**src/rtl/uart_word_packer_if.sv**
```systemverilog
// rtl/uart_word_packer_if.sv - byte-in / word-write / frame-status bundle for uart_word_packer
// err_checksum exists only when PACK_CHECKSUM_EN is defined.
interface uart_word_packer_if #(
  parameter int ADDR_W = 7,
  parameter int DATA_W = 16
);
  logic [7:0]        rx_data;
  logic              rx_valid;
  logic              frame_ack;
  logic              buf_wr_en;
  logic [ADDR_W-1:0] buf_wr_addr;
  logic [DATA_W-1:0] buf_wr_data;
  logic              frame_done;
  logic              frame_ready;
  logic              byte_drop;
  logic              err_timeout;
`ifdef PACK_CHECKSUM_EN
  logic              err_checksum;
`endif

  modport slave (
    input  rx_data, rx_valid, frame_ack,
`ifdef PACK_CHECKSUM_EN
    output err_checksum,
`endif
    output buf_wr_en, buf_wr_addr, buf_wr_data, frame_done, frame_ready, byte_drop, err_timeout
  );

  modport master (
    output rx_data, rx_valid, frame_ack,
`ifdef PACK_CHECKSUM_EN
    input  err_checksum,
`endif
    input  buf_wr_en, buf_wr_addr, buf_wr_data, frame_done, frame_ready, byte_drop, err_timeout
  );
endinterface

```
**src/rtl/uart_word_packer.sv**
```systemverilog
// rtl/uart_word_packer.sv - packs UART bytes MSB-first into a WORDS-word frame in the input buffer
// Optional trailing checksum byte enabled by PACK_CHECKSUM_EN.
module uart_word_packer #(
  parameter int WORDS       = 96,
  parameter int DATA_W      = 16,
  parameter int ADDR_W      = 7,
  parameter int TIMEOUT_CYC = 1000000
) (
  input logic               sys_clk,
  input logic               rst,
  uart_word_packer_if.slave bus
);
  localparam int CNT_W = (TIMEOUT_CYC > 1) ? $clog2(TIMEOUT_CYC) : 1;

`ifdef PACK_CHECKSUM_EN
  typedef enum logic [1:0] {S_HI, S_LO, S_FULL, S_CHK} state_t;
`else
  typedef enum logic [1:0] {S_HI, S_LO, S_FULL} state_t;
`endif

  state_t            state_q, state_d;
  logic [ADDR_W-1:0] idx_q, idx_d;
  logic [7:0]        msb_q, msb_d;
  logic [CNT_W-1:0]  cnt_q, cnt_d;
  logic              wr_en_q, wr_en_d;
  logic [ADDR_W-1:0] wr_addr_q, wr_addr_d;
  logic [DATA_W-1:0] wr_data_q, wr_data_d;
  logic              done_q, done_d;
  logic              ready_q, ready_d;
  logic              drop_q, drop_d;
  logic              tout_q, tout_d;
  logic              last_word, cnt_run;
`ifdef PACK_CHECKSUM_EN
  logic [7:0]        sum_q, sum_d;
  logic              chk_err_q, chk_err_d;
`endif

  assign last_word = (idx_q == ADDR_W'(WORDS - 1));

  always_comb begin
    state_d   = state_q;
    idx_d     = idx_q;
    msb_d     = msb_q;
    cnt_d     = cnt_q;
    wr_en_d   = 1'b0;
    wr_addr_d = wr_addr_q;
    wr_data_d = wr_data_q;
    done_d    = 1'b0;
    ready_d   = ready_q;
    drop_d    = 1'b0;
    tout_d    = 1'b0;
    cnt_run   = (state_q == S_LO) || ((state_q == S_HI) && (idx_q != '0));
`ifdef PACK_CHECKSUM_EN
    chk_err_d = 1'b0;
    sum_d     = sum_q;
    cnt_run   = cnt_run || (state_q == S_CHK);
    // First MSB of a frame restarts the running sum.
    if (bus.rx_valid && (state_q == S_HI || state_q == S_LO))
      sum_d = (state_q == S_HI && idx_q == '0) ? bus.rx_data : sum_q + bus.rx_data;
`endif

    case (state_q)
      S_HI: begin
        if (bus.rx_valid) begin
          msb_d   = bus.rx_data;
          state_d = S_LO;
        end
      end
      S_LO: begin
        if (bus.rx_valid) begin
          wr_en_d   = 1'b1;
          wr_addr_d = idx_q;
          wr_data_d = {msb_q, bus.rx_data};
          if (last_word) begin
            idx_d = '0;
`ifdef PACK_CHECKSUM_EN
            state_d = S_CHK;
`else
            state_d = S_FULL;
            done_d  = 1'b1;
            ready_d = 1'b1;
`endif
          end else begin
            idx_d   = idx_q + ADDR_W'(1);
            state_d = S_HI;
          end
        end
      end
      S_FULL: begin
        if (bus.rx_valid) drop_d = 1'b1;
        if (bus.frame_ack) begin
          ready_d = 1'b0;
          state_d = S_HI;
        end
      end
`ifdef PACK_CHECKSUM_EN
      S_CHK: begin
        if (bus.rx_valid) begin
          if (bus.rx_data == sum_q) begin
            done_d  = 1'b1;
            ready_d = 1'b1;
            state_d = S_FULL;
          end else begin
            chk_err_d = 1'b1;
            state_d   = S_HI;
          end
        end
      end
`endif
      default: state_d = S_HI;
    endcase

    // A byte arriving in the terminal cycle wins over the timeout.
    if (!cnt_run || bus.rx_valid) begin
      cnt_d = '0;
    end else if (cnt_q == CNT_W'(TIMEOUT_CYC - 1)) begin
      cnt_d   = '0;
      tout_d  = 1'b1;
      idx_d   = '0;
      state_d = S_HI;
    end else begin
      cnt_d = cnt_q + CNT_W'(1);
    end
  end

  always_ff @(posedge sys_clk) begin
    if (rst) begin
      state_q   <= S_HI;
      idx_q     <= '0;
      msb_q     <= '0;
      cnt_q     <= '0;
      wr_en_q   <= 1'b0;
      wr_addr_q <= '0;
      wr_data_q <= '0;
      done_q    <= 1'b0;
      ready_q   <= 1'b0;
      drop_q    <= 1'b0;
      tout_q    <= 1'b0;
    end else begin
      state_q   <= state_d;
      idx_q     <= idx_d;
      msb_q     <= msb_d;
      cnt_q     <= cnt_d;
      wr_en_q   <= wr_en_d;
      wr_addr_q <= wr_addr_d;
      wr_data_q <= wr_data_d;
      done_q    <= done_d;
      ready_q   <= ready_d;
      drop_q    <= drop_d;
      tout_q    <= tout_d;
    end
  end

`ifdef PACK_CHECKSUM_EN
  always_ff @(posedge sys_clk) begin
    if (rst) begin
      sum_q     <= '0;
      chk_err_q <= 1'b0;
    end else begin
      sum_q     <= sum_d;
      chk_err_q <= chk_err_d;
    end
  end

  assign bus.err_checksum = chk_err_q;
`endif

  assign bus.buf_wr_en   = wr_en_q;
  assign bus.buf_wr_addr = wr_addr_q;
  assign bus.buf_wr_data = wr_data_q;
  assign bus.frame_done  = done_q;
  assign bus.frame_ready = ready_q;
  assign bus.byte_drop   = drop_q;
  assign bus.err_timeout = tout_q;
endmodule

```
**src/flat_wrapper.sv**
```systemverilog
// flat-port wrapper written by rule: the top's interface ports become plain ports
module uart_word_packer_flat 
#(
  parameter int WORDS       = 96,
  parameter int DATA_W      = 16,
  parameter int ADDR_W      = 7,
  parameter int TIMEOUT_CYC = 1000000
)
  (sys_clk, rst, bus_rx_data, bus_rx_valid, bus_frame_ack, bus_buf_wr_en, bus_buf_wr_addr, bus_buf_wr_data, bus_frame_done, bus_frame_ready, bus_byte_drop, bus_err_timeout);
  uart_word_packer_if #(.ADDR_W(ADDR_W), .DATA_W(DATA_W)) bus_i ();
  input logic sys_clk;
  input logic rst;
  input wire logic [$bits(bus_i.rx_data)-1:0] bus_rx_data;
  input wire logic [$bits(bus_i.rx_valid)-1:0] bus_rx_valid;
  input wire logic [$bits(bus_i.frame_ack)-1:0] bus_frame_ack;
  output wire logic [$bits(bus_i.buf_wr_en)-1:0] bus_buf_wr_en;
  output wire logic [$bits(bus_i.buf_wr_addr)-1:0] bus_buf_wr_addr;
  output wire logic [$bits(bus_i.buf_wr_data)-1:0] bus_buf_wr_data;
  output wire logic [$bits(bus_i.frame_done)-1:0] bus_frame_done;
  output wire logic [$bits(bus_i.frame_ready)-1:0] bus_frame_ready;
  output wire logic [$bits(bus_i.byte_drop)-1:0] bus_byte_drop;
  output wire logic [$bits(bus_i.err_timeout)-1:0] bus_err_timeout;
  assign bus_i.rx_data = bus_rx_data;
  assign bus_i.rx_valid = bus_rx_valid;
  assign bus_i.frame_ack = bus_frame_ack;
  assign bus_buf_wr_en = bus_i.buf_wr_en;
  assign bus_buf_wr_addr = bus_i.buf_wr_addr;
  assign bus_buf_wr_data = bus_i.buf_wr_data;
  assign bus_frame_done = bus_i.frame_done;
  assign bus_frame_ready = bus_i.frame_ready;
  assign bus_byte_drop = bus_i.byte_drop;
  assign bus_err_timeout = bus_i.err_timeout;
  uart_word_packer #(.WORDS(WORDS), .DATA_W(DATA_W), .ADDR_W(ADDR_W), .TIMEOUT_CYC(TIMEOUT_CYC)) u_core (.sys_clk(sys_clk), .rst(rst), .bus(bus_i));
endmodule
```
**config.mk**
```make
export PLATFORM = sky130hd
export DESIGN_NAME = uart_word_packer_flat
export DESIGN_NICKNAME = d
export VERILOG_FILES = /design/src/rtl/uart_word_packer_if.sv /design/src/rtl/uart_word_packer.sv /design/src/flat_wrapper.sv
export SDC_FILE = /design/constraint.sdc
export NUM_CORES = 1
export LEC_CHECK = 0
export BUFFER_PORTS_ARGS = -buffer_cell sky130_fd_sc_hd__clkbuf_2
export CORE_ASPECT_RATIO = 0.8
export CORE_MARGIN = 8
export CORE_UTILIZATION = 55
export DETAILED_ROUTE_END_ITERATION = 10
export GPL_TIMING_DRIVEN = 0
export PLACE_DENSITY = 0.77
export SYNTH_ARGS = -nofsm -noshare
export SYNTH_HDL_FRONTEND = slang
export SYNTH_SLANG_ARGS = --single-unit
```
**constraint.sdc**
```tcl
create_clock -name sys_clk -period 2 [get_ports sys_clk]
set_input_delay 0.2 -clock sys_clk [delete_from_list [all_inputs] [get_ports sys_clk]]
set_output_delay 0.2 -clock sys_clk [all_outputs]
set_load 0.1 [all_outputs]
```
# Word-level counts from Yosys, hierarchy flattened
# Index checks and enable logic that the tools add are counted.
# word_totals
ff_bits	65
input_bits	12
# classes
n_addsub	2
n_eq_ne	7
n_mux	19
bitwise	3
n_reduce_logical	15
# op_table
op	n
$mux W7	5
$add A20 B1 Y20 const B	1
$eq A20 B20 Y1 const B	1
$mux W2	6
$add A7 B1 Y7 const B	1
$eq A7 B7 Y1 const B	1
$reduce_bool A7 Y1	1
$mux W1	6
$pmux W2 S3	1
$reduce_or A2 Y1	3
$reduce_or A3 Y1	2
$ne A2 B2 Y1 const B	2
$reduce_and A2 Y1	2
$reduce_and A4 Y1	1
$not A1 Y1	3
$eq A2 B1 Y1 const B	1
$eq A2 B2 Y1 const B	1
$logic_not A2 Y1	1
$logic_or A1 B1 Y1	2
$ne A2 B1 Y1 const B	1
$pmux W1 S2	1
$reduce_bool A2 Y1	1
$logic_and A1 B1 Y1	1
$logic_not A1 Y1	1

# Depth between registers and ports, before layout
# Gate-level depths: netlist of run 1.
# logic_depth
word_depth	6
depth_mapped	7

# Worst setup path after synthesis of run 1
# No wires, ideal clock.
# synth_timing
path_type	flip-flop to flip-flop
startpoint	register u_core.idx_q[0]
endpoint	register u_core.cnt_q[15]
setup_time_ns	0.070
arrival_ns	1.553
slack_ns	0.377
stages_incl_launch_ff	8
path_buffers	1
path_cell_list	dfxtp_1 inv_1 ha_1 nor4b_1 a2111oi_0 o21ai_1 buf_2 a21oi_1
# synth_via
elab_chain_cells	6
# synth_rtl
item	line	source
start, declared	uart_word_packer.sv:22	logic [ADDR_W-1:0] idx_q, idx_d;
start signal, assigned	uart_word_packer.sv:141	idx_q <= idx_d;
$reduce_bool A7 Y1	uart_word_packer.sv:52	cnt_run = (state_q == S_LO) || ((state_q == S_HI) && (idx_q != '0));
$logic_and A1 B1 Y1	uart_word_packer.sv:52	
$logic_or A1 B1 Y1	uart_word_packer.sv:52	
$logic_not A1 Y1	uart_word_packer.sv:114	if (!cnt_run || bus.rx_valid) begin
$logic_or A1 B1 Y1	uart_word_packer.sv:114	
$reduce_or A3 Y1 (no source line)	-	
end signal, assigned	uart_word_packer.sv:143	cnt_q <= cnt_d;
end, declared	uart_word_packer.sv:24	logic [CNT_W-1:0] cnt_q, cnt_d;
# No other way between the ends.
# A chain may end at the register's enable or synchronous reset.

# Worst setup path in the final report of run 1
# layout_timing
startpoint	register u_core.idx_q[1]
endpoint	register u_core.idx_q[3]
# layout_via
elab_chain_cells	6
# layout_rtl
item	line	source
$add A7 B1 Y7, or another cell as far along	uart_word_packer.sv:84	idx_d = idx_q + ADDR_W'(1);
$mux W7 / $logic_and A1 B1 Y1 (equally long branches)	uart_word_packer.sv:74, uart_word_packer.sv:52	
$mux W7 / $logic_or A1 B1 Y1 (equally long branches)	uart_word_packer.sv:70, uart_word_packer.sv:52	
$mux W7 / $logic_not A1 Y1 (equally long branches)	uart_word_packer.sv:62, uart_word_packer.sv:114	
$mux W7 / $logic_or A1 B1 Y1 (equally long branches)	uart_word_packer.sv:116, uart_word_packer.sv:114	
$mux W7 (*)	uart_word_packer.sv:114	
# Every way passes the cells marked *; elsewhere a longest branch is shown, timed or not.

==> flow_results.org, run 1 <==
** Pwr
- Relative contribution of sequential cells to total power :: 48.3%
- Power density relative to cell area :: 876 mW/mm^2
- Cell internal power was estimated by the tool at 0.00211 W.
- Part of the power in the clock network :: 44.5%
- Leakage dissipation :: 1.22 nW
- Peak supply drop :: 0.583 mV
- Summed over all nets, the switching power comes to 0.000645 W.
- Gate power share :: 7.2%
- Switching Share :: 23.4%

** Timing
- Summed negative setup slack over all endpoints :: 0 ns
- Setup repair after global routing missed its margin :: no
- Final setup vio count :: 0
- Final number of max-transition violations :: 0
- Between clock sinks in the finished design, the worst skew comes to 0.0108 ns.
- The hold violation total from the final report came to 0.
- Minimum period implied by the final worst setup slack :: 1.82 ns
- Relative slew margins :: 62.9%
- Actual slew at the worst max-slew pin :: 0.554 ns
- Maximum frequency from static timing analysis :: 549 MHz
- The worst path meets setup with 0.179 ns of slack.
- Final worst-path cycle share :: 91.0%

** Final layout
- The repair_antennas step left the layout with diodes totalling 0.
- With fillers left out, the area of the finished cells amounts to 0.00314 mm^2.
- The net count of the finished layout is 364.
- Cells with a size suffix above 1 make up 20.9% of the layout.
- From synthesis to final layout, the design area changed by 18.9%.

** Setup path
- Internal reg-to-reg setup slack :: 0.18 ns
- STA classifies the critical path startpoint as a register.
- The setup path with the least slack is of type reg2reg.
- Endpoint of the worst-slack reg-to-reg timing path :: u_core.idx_q[3]
- Critical-path cell with the highest stage delay :: sky130_fd_sc_hd__o31ai_4
- Slowest stage delay, CP :: 0.45 ns
- Of all nets on the critical path, the largest fanout is 8.
- For the worst flop-to-flop path, the logic depth is 6.
- Sequence of cells on the critical path :: inv_1 -> ha_1 -> nor4b_1 -> a211o_1 -> o31ai_4 -> nor3_1
- The startpoint identified for the worst register-to-register timing path is u_core.idx_q[1].
- Arrival time reported for the critical path endpoint :: 2.02 ns
- For the worst setup path, the data required time is 2.20 ns.
- STA classifies the critical path endpoint as a register.

** Drt
- In the routed layout, each cell is associated on average with a via count of 5.32.
- Routed via count :: 2202
- The first detailed-routing pass ran for 4 iterations.
- Dividing the detail-routed wire length by the instance count gives 13.3 um.
- The routed design has 5.51 mm of wire.
- First DRT Iteration DRCs :: 105
- The count of nets left with antenna violations once routing finished came out at 0.
- In the routed design, unresolved DRC markers number 0.

** Global route
- The initial antenna violation count is 0.
- The first global-routing pass estimated 9.85 mm of wire.
- Maximum number of pins on one net before global-route repair :: 12
- The via count of the first global-routing pass is 2178.
- Global routing used 16.5% of the available tracks across all layers.
- For this run the aggregate overflow at the end of global routing stands at 0.

** Clocking
- Setup bufs post-CTS :: 0
- Clock-pin slew on the worst setup and hold paths :: 0.07 ns
- CTS placed an instance of sky130_fd_sc_hd__clkbuf_8 at the clock tree root.
- TritonCTS built the clock tree.
- The clock passes through at most 2 buffers.
- For this design, the sink count on the clock tree is 65.
- In this run the number of H-tree levels came out at 3.
- Clk Latency, worst-skew pair :: 0.33 ns
- Clock buffers created by TritonCTS :: 9
- Hold repair after CTS inserted 0 buffers.

** Logic synthesis
- Instance count of the mapped netlist :: 299
- Synth cell types :: 43
- Sorting the synthesized cells by area gives the leading types as sky130_fd_sc_hd__dfxtp_1 49%, sky130_fd_sc_hd__nand2_1 8.0%, sky130_fd_sc_hd__a21oi_1 5.9%, sky130_fd_sc_hd__xor2_1 5.3%, sky130_fd_sc_hd__nor2_1 4.4%.
- The most used flip-flop cell after synthesis is sky130_fd_sc_hd__dfxtp_1.
- In the synthesized netlist the async set-or-reset flop fraction comes to 0%.
- The synthesized design contains 65 register bits.
- After synthesis, the largest area contributor takes up 49.3% of total cell area.
- Counting every net in the synthesized netlist gives 314.
- Yosys printed 0 warnings.
- Post-synthesis instance area :: 0.00264 mm^2
- The biggest area contributor in the post-synthesis netlist is sky130_fd_sc_hd__dfxtp_1.
- In this run the mean area of a mapped cell was 8.83 um^2.
- Sequential area share after synthesis :: 49.3%
- Number of flops mapped to enable cells by yosys :: 0

** Placed design
- Worst Setup Slack post-DPL :: 0.00669 ns
- At the end of routability-driven placement, the weighted congestion stood at 0.801.
- Area after detailed placement :: 0.00291 mm^2
- Buffers on Ports :: 39
- Half-perimeter wire length after detailed placement :: 4.03 mm

** Die
- The floorplan step defined a die boundary enclosing 0.00729 mm^2.
- Floorplan die width :: 93.5 um
- The total area inside the core boundary comes to 0.00460 mm^2.
- Pin placement for this block handled 40 I/O pins.
- Starting density of the core :: 57.5%
- Row count :: 22
- Vertical die dimension :: 78.0 um

** Min path
- Worst hold start :: bus_rx_data[6]
- The tightest min-delay check is of the in2reg type.
- Along the worst hold path, the cell count comes to 3.
- Min-Delay Endpoint :: u_core.bus.buf_wr_data[6]

** Flow run
- Max cap viols :: 0

** Run status
- The run finished with clean final reports.
[power by group through the flow]
stage | registers (W) | clock network [W] | logic [W]
after detailed placement | 0.00136 | 0 | 0.000197
after CTS | 0.00133 | 0.00124 | 0.000198
after global placement | 0.00136 | 0 | 0.000195
after floorplan | 0.00142 | 0 | 0.0000846
after global routing | 0.00133 | 0.00130 | 0.000217
final | 0.00133 | 0.00122 | 0.000198
[state kept, by name, summed over array words and instances (netlist names)]
signal and cells:
u_core.msb_q 8, u_core.cnt_q 20, u_core.bus.byte_drop 1, u_core.bus.frame_ready 1, u_core.bus.frame_done 1, u_core.idx_q 7, u_core.bus.buf_wr_en 1, u_core.bus.buf_wr_addr 7
u_core.state_q 2, u_core.bus.err_timeout 1, u_core.bus.buf_wr_data 16
[cells in the mapped netlist (all sizes together) (3+ instances only)]
library cell,n
dfxtp,65
nand2,57
a21oi,32
nor2,31
xor2,16
buf,12
nand4,10
mux2i,9
nand3,7
clkbuf,6
and3,5
inv,5
nor3,5
nor4b,5
o21ai,5
or3,4
and4,3
ha,3
[stage by stage]
stage	total power [W]	util, %	instances	hold slack (ns)
2_1_floorplan	0.00151	-	299	0.336
4_1_cts	0.00277	68.2	414	0.0874
5_1_grt	0.00285	68.3	414	0.101
3_3_place_gp	0.00155	63.3	398	0.423
6_report	0.00275	68.3	414	0.0953
3_5_place_dp	0.00156	63.3	398	0.443
[cell type report]
cell class,instances,area [um^2]
fillers,392,1460
inverters,5,18.8
clock inverters,4,76.3
clock buffers,12,145
well taps,60,75.1
flip-flops and latches,65,1300
multi-input cells,211,1240
repair buffers,39,195
plain buffers,18,90.1
[per-layer routing]
metal	part of all wire [%]	vias up	GRT usage (%)
met5	0	-	0
met4	0.80	0	6.10
met3	5.6	5	5.96
met2	44	42	24.4
met1	50	1038	21.5
li1	-	1117	-
[repair_timing]
item / in CTS / in global routing
endpoints found under the setup margin: 0 / 20
gates resized for setup: 0 / 3
endpoints found under the hold margin: 0 / 0
[logic make-up after synthesis]
logic type | share of synthesized area (%)
XOR/XNOR | 5.64
adder cells (fa/ha/maj) | 1.42
buffers and inverters | 4.12
AND/OR/NAND/NOR | 26.7
multiplexers | 3.41
flip-flops | 49.3
AO/OA/AOI/OAI | 9.47
[how the worst max path moves through the flow]
stage | endpoint | from | cells after the start | slack (ns)
finish | u_core.idx_q[3] | u_core.idx_q[1] | 6 | 0.18
global route | u_core.cnt_q[7] | u_core.idx_q[1] | 7 | 0.04
CTS | u_core.cnt_q[17] | u_core.idx_q[0] | 7 | 0.01
detailed placement | u_core.cnt_q[17] | u_core.idx_q[0] | 7 | 0.007
global placement | u_core.cnt_q[15] | u_core.idx_q[0] | 7 | 0.11
floorplan | u_core.cnt_q[15] | u_core.idx_q[0] | 7 | 0.38
[critical path: cells and delay by family (launching register included)]
kind	cells	cell delay, ns
DFF	1	0.43
buffers and inverters	1	0.07
and+or+nand+nor	2	0.27
adders and majority gates	1	0.17
AOI/OAI and AO/OA	2	0.75
[layout by cell type, fill, tap and decap left out, types with 2 or more instances in the layout]
cell / count
sky130_fd_sc_hd__dfxtp_1: 64
sky130_fd_sc_hd__nand2_1: 56
sky130_fd_sc_hd__clkbuf_2: 39
sky130_fd_sc_hd__nor2_1: 31
sky130_fd_sc_hd__a21oi_1: 31
sky130_fd_sc_hd__xor2_1: 16
sky130_fd_sc_hd__clkbuf_8: 10
sky130_fd_sc_hd__buf_2: 9
sky130_fd_sc_hd__nand4_1: 9
sky130_fd_sc_hd__mux2i_1: 9
sky130_fd_sc_hd__clkbuf_1: 8
sky130_fd_sc_hd__nand3_1: 7
sky130_fd_sc_hd__inv_1: 5
sky130_fd_sc_hd__nor4b_1: 5
sky130_fd_sc_hd__and3_1: 5
sky130_fd_sc_hd__nor3_1: 4
sky130_fd_sc_hd__o21ai_0: 4
sky130_fd_sc_hd__or3_1: 4
sky130_fd_sc_hd__and4_1: 3
sky130_fd_sc_hd__ha_1: 3
sky130_fd_sc_hd__nand3b_1: 2
sky130_fd_sc_hd__and2_1: 2
sky130_fd_sc_hd__bufinv_16: 2
No activity file was read; power rests on OpenSTA's default activity.
==> run 2, diff against run 1 <==
Settings changed: CTS_BUF_LIST set to sky130_fd_sc_hd__clkbuf_4.
==> run 2 against run 1 <==
Critical path depth did not move. Maximum frequency barely moved. Cell area fell by 1.9%. Final cell count did not move. Worst hold slack got worse by 0.071 ns. Clock skew rose by 0.0063 ns. Combinational power barely moved. Non-clock buffer count did not move. Via count fell by 0.59%. Total power fell by 8.7%. Critical endpoint unchanged. Highest routed layer unchanged.
==> flow_results.org, run 2 (synthesized netlist as in run 1, its figures left out) <==
** Drt
- The total vias in the final route was 2189 (-0.59%).
- Post-detailed-route count of antenna-violating nets :: 0 (unchanged)
- Routed WL :: 5.49 mm (-0.44%)
- The post-detailed-route wirelength per cell is 13.2 um (-0.44%).
- The count of TritonRoute iterations in the first routing pass is 4 (unchanged).
- Residual DRC count :: 0 (unchanged)
- The detailed-route vias per instance was 5.29 (-0.59%).
- The DRC marker count from the first detailed-route iteration came to 103 (-1.9%).

** Timing
- The upper clock frequency limit was 549 MHz (about the same).
- Setup repair after global routing left no endpoint under its margin.
- Minimum period implied by the final worst setup slack :: 1.82 ns (-0.000269 ns)
- The post-route clock skew came to 0.0171 ns (+0.00634 ns).
- The worst max-slew margin expressed relative to the limit was 63.1% (+0.17 points).
- Actual slew at the worst max-slew pin :: 0.556 ns (+0.00155 ns)
- Final setup vio count :: 0 (unchanged)
- Final number of max-transition violations :: 0 (unchanged)
- The post-route setup TNS came to 0 ns (unchanged).
- The hold violation total from the final report is 0 (unchanged).
- Final worst-path cycle share :: 91.0% (about the same)

** Global route
- Overall routing resource usage :: 16.6% (+0.077 points)
- The overflow left after global routing came to 0 (unchanged).
- The pin count of the biggest net entering global routing was 12 (unchanged).
- First-pass GRT wire length :: 9.77 mm (-0.77%)
- Antenna violations before repair :: 0 (unchanged)
- The via count of the first global-routing pass is 2137 (-1.9%).

** Setup path
- STA classifies the critical path startpoint as a register.
- The maximum fanout count along the critical path is 8 (unchanged).
- The worst setup path is of the reg2reg kind.
- The worst endpoint data arrival time is 2.09 ns (+0.07 ns).
- The critical path data required time was 2.27 ns (+0.07 ns).
- The longest individual stage delay on the worst path is 0.45 ns (about the same).
- The critical path buffer and inverter count came to 1 (unchanged).
- STA classifies the critical path endpoint as a register.
- Critical-path cell with the highest stage delay :: sky130_fd_sc_hd__o31ai_4
- The critical path goes through inv_1 -> ha_1 -> nor4b_1 -> a211o_1 -> o31ai_4 -> nor3_1.
- The cell family contributing the most delay on the critical path is compound AO/OA/AOI/OAI gates.

** Placed design
- The count of buffers from port buffering is 39 (unchanged).
- The final weighted congestion in routability-driven placement was 0.801 (unchanged).
- The total half-perimeter wirelength after legalization and detailed placement came to 4.03 mm (unchanged).

** Die
- The overall die height came to 78.0 um (unchanged).
- Floorplan die width :: 93.5 um (unchanged)
- The overall die area was 0.00729 mm^2 (unchanged).
- The initial cell density of the core was 57.5% (unchanged).
- Area of the placeable core :: 0.00460 mm^2 (unchanged)
- The number of placed I/O pins came to 40 (unchanged).
- Row count :: 22 (unchanged)

** Clocking
- The number of buffers inserted during clock tree synthesis came to 9 (unchanged).
- The clock-pin slew of the registers on the worst-case setup and hold paths came to 0.11 ns (+0.04 ns).
- Clk Latency, worst-skew pair :: 0.40 ns (+0.07 ns)
- Number of clock sinks :: 65 (unchanged)
- The setup fix buffers added after clock tree synthesis is 0 (unchanged).
- TritonCTS built the clock tree.
- The cell sitting at the root of the clock tree is a sky130_fd_sc_hd__clkbuf_4.
- The number of buffers on the longest clock path was 2 (unchanged).
- The total of hold buffers inserted after clock tree synthesis came to 0 (unchanged).
- Number of H-tree levels :: 3 (unchanged)

** Pwr
- Post-layout power :: 0.00251 W (-8.7%)
- The power density of the placed cells is 816 mW/mm^2 (-6.9%).
- The largest voltage drop on the vdd net came to 0.614 mV (+5.5%).
- Leakage dissipation :: 1.20 nW (-1.8%)

** Final layout
- The proportion of layout cells with a drive suffix above 1 was 21.2% (+0.28 points).
- Leaving out fill and tap cells, the most frequent cell in the layout is sky130_fd_sc_hd__dfxtp_1.
- The library cells used most frequently in the layout, excluding fill and tap cells, are 64 x sky130_fd_sc_hd__dfxtp_1, 56 x sky130_fd_sc_hd__nand2_1, 39 x sky130_fd_sc_hd__clkbuf_2, 31 x sky130_fd_sc_hd__nor2_1, 31 x sky130_fd_sc_hd__a21oi_1.
- Growth of design area from synthesis to finish :: 16.7%
- # nets final :: 364 (unchanged)
- More flip-flops sit in one register than any other, and that register is u_core.cnt_q.
- Diode insertion count for antenna repair :: 0 (unchanged)
- The number of flip-flops in the largest register came to 20 (unchanged).

** Run status
- The flow ran to the end, and the final reports show no timing, DRC or antenna violations.

** Min path
- Hold/Removal Path Class :: in2reg

** Flow run
- The max capacitance violation total came to 0 (unchanged).
==> run 2: cell type report <==
type	count	area [um^2]
Inverter	5	18.8
Multi-Input combinational cell	211	1240
Fill cell	401	1520
Clock buffer	11	82.6
Timing Repair Buffer	39	195
Tap cell	60	75.1
Clock inverter	5	80.1
Sequential cell	65	1300
Buffer	18	90.1
==> run 2: where the power goes <==
group	internal, W	leakage, nW	total, W	switching, W
clock network	0.000534	0.0847	0.000985	0.000451
logic	0.0000506	0.590	0.000198	0.000148
registers	0.00132	0.526	0.00133	0.0000133
total	0.00190	1.20	0.00251	0.000612
==> run 2: metal layers <==
metal / track usage [%] / routed length [um]
met1: 21.4 / 2720
met2: 24.1 / 2320
met3: 6.54 / 364
met4: 6.58 / 82
met5: 0 / 0
==> run 2: final timing paths <==
kind	to	slack [ns]	cells after the start	startpoint
max reg2reg	u_core.idx_q[3]	0.18	6	u_core.idx_q[1]
min reg2reg	u_core.cnt_q[0]	0.45	1	u_core.cnt_q[0]
min	u_core.bus.buf_wr_data[6]	0.02	3	bus_rx_data[6]
max	u_core.idx_q[3]	0.18	6	u_core.idx_q[1]
==> run 2: worst register-to-register path: stages (launching register included) <==
cell and delay, ns:
sky130_fd_sc_hd__dfxtp_1 0.44, sky130_fd_sc_hd__inv_1 0.07, sky130_fd_sc_hd__ha_1 0.17, sky130_fd_sc_hd__nor4b_1 0.16, sky130_fd_sc_hd__a211o_1 0.30, sky130_fd_sc_hd__o31ai_4 0.45
sky130_fd_sc_hd__nor3_1 0.11
==> run 2: per-stage QoR <==
step                util [%]  cells  hold slack [ns]  instance area, um^2  setup slack, ns
floorplan                  -    299            0.336                 2640            0.377
global placement        63.3    398            0.423                 2910            0.113
detailed placement      63.3    398            0.443                 2910          0.00669
CTS                     66.9    414          0.00782                 3070          0.00227
global route            67.0    414          0.00615                 3080           0.0298
finish                  67.0    414           0.0244                 3080            0.179
==> run 2: repair_timing <==
item	CTS	global route
endpoints found under the setup margin	0	20
gates resized for setup	0	3
endpoints found under the hold margin	0	0
